**src/rtl/d16_wb_arbiter.sv**
```systemverilog
// d16_wb_arbiter: two-master Wishbone arbiter for the shared d16 memory/IO bus.
// Master 0 is the CPU and master 1 is a secondary master such as DMA or a debug loader.
// Grants are round-robin, and the owner keeps the bus for as long as it holds cyc high.
// Only the owner receives ack/err, and read data is broadcast to both masters.
// Optional feature: define D16_ARB_TIMEOUT_EN to add a bus watchdog. It raises err on the
// owner after TIMEOUT consecutive cycles with no slave response.
module d16_wb_arbiter #(
  parameter int AW      = 16,
  parameter int DW      = 16,
  parameter int TIMEOUT = 15
) (
  input  logic          i_clk,
  input  logic          i_reset_n,
  input  logic          i_m0_cyc,
  input  logic          i_m0_we,
  input  logic [AW-1:0] i_m0_addr,
  input  logic [DW-1:0] i_m0_dat,
  output logic [DW-1:0] o_m0_dat,
  output logic          o_m0_ack,
  output logic          o_m0_err,
  input  logic          i_m1_cyc,
  input  logic          i_m1_we,
  input  logic [AW-1:0] i_m1_addr,
  input  logic [DW-1:0] i_m1_dat,
  output logic [DW-1:0] o_m1_dat,
  output logic          o_m1_ack,
  output logic          o_m1_err,
  output logic          o_s_cyc,
  output logic          o_s_we,
  output logic [AW-1:0] o_s_addr,
  output logic [DW-1:0] o_s_dat,
  input  logic [DW-1:0] i_s_dat,
  input  logic          i_s_ack,
  input  logic          i_s_err,
  output logic [1:0]    o_grant
);

  typedef enum logic [1:0] {
    IDLE = 2'd0,
    BUS0 = 2'd1,
    BUS1 = 2'd2
  } state_t;

  state_t state, state_next;
  logic   last, last_next;   // most recently granted master
  logic   owner_cyc;         // cyc of the current owner, 0 in IDLE
  logic   tmo_hit;           // watchdog expiry for the current cycle

  assign owner_cyc = (state == BUS0) ? i_m0_cyc :
                     (state == BUS1) ? i_m1_cyc : 1'b0;

  // State and round-robin pointer register.
  // NOTE: sequential state uses non-blocking assignments, so every flop samples pre-edge values.
  always_ff @(posedge i_clk or negedge i_reset_n) begin
    if (!i_reset_n) begin
      state <= IDLE;
      last  <= 1'b1;   // makes master 0 win the first tie
    end else begin
      state <= state_next;
      last  <= last_next;
    end
  end

  // Next-state logic: arbitrate in IDLE, and hand over directly when the owner drops cyc.
  // NOTE: the defaults at the top of the block keep combinational logic from inferring latches.
  always_comb begin
    state_next = state;
    last_next  = last;
    unique case (state)
      IDLE: begin
        if (i_m0_cyc && (!i_m1_cyc || last)) state_next = BUS0;
        else if (i_m1_cyc)                   state_next = BUS1;
      end
      BUS0: if (!i_m0_cyc) state_next = i_m1_cyc ? BUS1 : IDLE;
      BUS1: if (!i_m1_cyc) state_next = i_m0_cyc ? BUS0 : IDLE;
      default: state_next = IDLE;
    endcase
    if (state_next != state) begin
      if (state_next == BUS0) last_next = 1'b0;
      if (state_next == BUS1) last_next = 1'b1;
    end
  end

`ifdef D16_ARB_TIMEOUT_EN
  localparam int CW = $clog2(TIMEOUT + 1);

  logic [CW-1:0] wd_cnt;
  logic          wd_wait;

  // Owner is mid-cycle and the slave has not answered this cycle.
  assign wd_wait = owner_cyc && !i_s_ack && !i_s_err;
  // Expire on the TIMEOUT-th consecutive unanswered cycle.
  assign tmo_hit = wd_wait && (wd_cnt == CW'(TIMEOUT - 1));

  // Watchdog counter: it restarts on any response, cyc low, expiry or ownership change.
  always_ff @(posedge i_clk or negedge i_reset_n) begin
    if (!i_reset_n)                                     wd_cnt <= '0;
    else if (!wd_wait || tmo_hit || state_next != state) wd_cnt <= '0;
    else                                                wd_cnt <= wd_cnt + 1'b1;
  end
`else
  localparam int timeout_unused = TIMEOUT;
  assign tmo_hit = 1'b0;
`endif

  // Output mux: forward the owner's request to the slave, and route the response back to the owner only.
  always_comb begin
    o_s_cyc  = 1'b0;
    o_s_we   = 1'b0;
    o_s_addr = '0;
    o_s_dat  = '0;
    o_grant  = 2'b00;
    o_m0_ack = 1'b0;
    o_m0_err = 1'b0;
    o_m1_ack = 1'b0;
    o_m1_err = 1'b0;
    o_m0_dat = i_s_dat;
    o_m1_dat = i_s_dat;
    unique case (state)
      BUS0: begin
        o_s_cyc  = i_m0_cyc;
        o_s_we   = i_m0_we & i_m0_cyc;
        o_s_addr = i_m0_addr;
        o_s_dat  = i_m0_dat;
        o_grant  = 2'b01;
        o_m0_ack = i_s_ack & ~i_s_err & i_m0_cyc;
        o_m0_err = (i_s_err | tmo_hit) & i_m0_cyc;
      end
      BUS1: begin
        o_s_cyc  = i_m1_cyc;
        o_s_we   = i_m1_we & i_m1_cyc;
        o_s_addr = i_m1_addr;
        o_s_dat  = i_m1_dat;
        o_grant  = 2'b10;
        o_m1_ack = i_s_ack & ~i_s_err & i_m1_cyc;
        o_m1_err = (i_s_err | tmo_hit) & i_m1_cyc;
      end
      default: ;
    endcase
  end

endmodule

```
**config.mk**
```make
export PLATFORM = sky130hd
export DESIGN_NAME = d16_wb_arbiter
export DESIGN_NICKNAME = d
export VERILOG_FILES = /design/src/rtl/d16_wb_arbiter.sv
export SDC_FILE = /design/constraint.sdc
export NUM_CORES = 1
export LEC_CHECK = 0
export CORE_MARGIN = 1
export CORE_UTILIZATION = 27
export DETAILED_ROUTE_END_ITERATION = 16
export PLACE_DENSITY = 0.88
export SLEW_MARGIN = 30
export SYNTH_ARGS = -nofsm -noshare
export SYNTH_HDL_FRONTEND = slang
export SYNTH_SLANG_ARGS = --single-unit
```
**constraint.sdc**
```tcl
create_clock -name i_clk -period 6.1 [get_ports i_clk]
set_clock_uncertainty 0.2 [all_clocks]
set_input_delay 1.22 -clock i_clk [delete_from_list [all_inputs] [get_ports i_clk]]
set_output_delay 1.22 -clock i_clk [all_outputs]
set_load 0.01 [all_outputs]
```
==> results.json <==
{
  "postSynthCellCount": 158,
  "postCtsHoldBufs": 0,
  "cts_tree": "done",
  "critPathLaunchType": "input port",
  "path_cells": "clkdlybuf4s50_1 -> a22oi_1 -> nor2b_1 -> clkdlybuf4s50_1",
  "grt_pass1_wl_um": 5480,
  "timing.final.crit_period_ns": 4.23,
  "final_cell_mix": "clkdlybuf4s50_1, nor2b_1, a22oi_1, ha_1",
  "drt_pass1_iterations": 4,
  "syn_area_um2": 1170,
  "reg2reg_slack_ns": 3.22,
  "cts.sinks": 3,
  "clockRootBuffer": "clkbuf_8",
  "core_um2": 4090,
  "p_per_area_nw_per_um2": 370,
  "cp.arrival_ns": 2.81,
  "cp_max_fo": 10,
  "wl_per_cell_um": 14.1,
  "clk_latency_ns": 0.21,
  "synth_cell_type_count": 33,
  "cp-end-kind": "output port",
  "die_h_um": 67.8,
  "place_congestion": 0.796,
  "setup_viol": 0,
  "instances_no_fill": 280,
  "path_class": "in2out",
  "clk_pin_slew_ns": 0.03,
  "synth_nets": 253,
  "synth_compound_area_share_pct": 28.0,
  "hold_class": "reg2reg",
  "startpoint": "i_m1_cyc",
  "layout_commonest_cell": "clkdlybuf4s50_1",
  "dp_slack_ns": 1.86,
  "clockBufferDepth": 2,
  "drc": 0,
  "hpwl_um": 3040,
  "reg2reg_depth": 10,
  "grt_pass1_vias": 1267,
  "routed_wl_um": 3960,
  "grt_usage_pct": 15.7,
  "power_mw": 0.777,
  "synth_async_sr_flop_share_pct": 100,
  "yosysSeqAreaShare_pct": 6.52,
  "grt_max_degree": 35,
  "nets": 326,
  "synth_top_family_by_area": "simple AND/OR/NAND/NOR gates",
  "vias": 1386,
  "drive_above_1_share_pct": 4.78,
  "post-cts-setup-buffer-count": 0,
  "slew_headroom_pct": 48.8,
  "die_w_um": 67.8,
  "timing.final.crit_share_pct": 69.4,
  "avgSynthCellArea_um2": 7.40,
  "hold_viol_final": 0,
  "drtIter0Drc": 30,
  "muxShareOfSynthArea_pct": 1.28,
  "critPathMaxStageDelay_ns": 0.65,
  "rsz0062_at_grt": "no",
  "leakage_nw": 0.757,
  "antenna_found_initial": 0,
  "status": "complete, no violations",
  "synth_adder_area_share_pct": 7.49,
  "worst_path_max_delay_cell": "clkdlybuf4s50_1",
  "fmax_mhz": 236,
  "hold_path_depth": 1,
  "setup_ws_ns": 1.87,
  "min_from": "last",
  "synth_edf_count": 0,
  "synth_area_leaders": "a22oi_1, buf_4, nor2b_1",
  "synth_top_area_share_pct": 21.2,
  "ir_worst_vdd_uv": 149,
  "diodes": 0,
  "cp_common_cell": "clkdlybuf4s50_1",
  "drv_slew": 0,
  "syn_to_final_growth_pct": 79.6,
  "start_util_pct": 28.6,
  "synth-main-ff-cell": "dfrtp_1",
  "vias_per_cell": 4.95,
  "cts_max_level": 1,
  "grt_overflow": 0,
  "yosys.area.top_type": "a22oi_1",
  "dp.cells": 276,
  "fin_tns_setup_ns": 0,
  "numCtsBuffers": 3,
  "io_buffers": 111,
  "synthSimpleGateAreaFrac_pct": 29.5,
  "worstPathRequired_ns": 4.68,
  "synth_seq_cells": 3,
  "hold-path-endpoint": "last",
  "cts_resized": 0,
  "regToRegEndpoint": "last",
  "pin_count": 160,
  "tightest_slew_ns": 0.767,
  "rows": 23,
  "final-seq-area_um2": 76.3,
  "synthXorXnorAreaFrac_pct": 0,
  "num-fill-cells": 400,
  "cap_violations": 0,
  "ys_warn_count": 0,
  "drtAntennaViolNets": 0,
  "dieArea_um2": 4600,
  "multi_input_area_um2": 776,
  "reg2reg_from": "state[0]"
}
-- through the flow --
stage,util [%],hold WS (ns),area (µm²)
floorplan,-,0.402,1170
global placement,50.3,0.421,2060
detailed placement,50.3,0.419,2060
CTS,51.4,0.424,2100
global route,51.4,0.438,2100
finish,51.4,0.423,2100
-- flip-flops by register name, indices dropped and copies added, names as in the netlist --
register,count
state,2
last,1
-- routing by layer --
metal  share of wire [%]  GRT usage (%)  wire length [µm]
met1                  40           17.9              1580
met2                  50           28.1              1980
met3                 8.7           3.00               345
met4                 1.3           7.03                50
met5                   0              0                 0
-- cell families (layout without fill, tap and decap cells) --
kind of cell	Yosys count	in the layout
AO/OA/AOI/OAI	43	43
adder cells (fa/ha/maj)	7	7
buffers and inverters	49	121
flip-flops	3	3
multiplexers	1	1
AND/OR/NAND/NOR	55	55
-- how the worst max path moves through the flow --
stage,slack (ns),cells after the start,end
2_1_floorplan,2.95,3,o_s_we
3_3_place_gp,1.92,4,o_s_cyc
3_5_place_dp,1.86,4,o_s_cyc
4_1_cts,1.86,4,o_s_cyc
5_1_grt,1.78,6,o_s_addr[8]
6_report,1.87,4,o_s_cyc
-- Yosys cell counts (2+ instances only) --
master	number
nor2_1	3
buf_2	2
a22oi_1	33
buf_1	2
buf_4	33
nor2b_1	34
ha_1	7
dfrtp_1	2
clkbuf_1	7
and4b_1	2
inv_1	4
nand3b_1	3
nand2_1	3
nand3_1	4
-- cell type report --
type	instances	share of cell area [%]
Inverter	4	0.715
Timing Repair Buffer	113	53.6
Clock buffer	4	2.14
Multi-Input combinational cell	106	36.9
Sequential cell	3	3.63
Tap cell	50	2.98
-- power breakdown --
part	total, mW	switching, mW	internal, mW	leakage, nW
Clock	0.0570	0.0125	0.0445	0.0228
Sequential	0.0497	0.0185	0.0312	0.0356
Combinational	0.670	0.300	0.370	0.699
-- critical path, delay by kind of cell --
kind | cells | cell delay (ns)
simple gates | 1 | 0.19
buf+inv | 2 | 1.21
compound gates | 1 | 0.18
No activity file was read; power rests on OpenSTA's default activity.
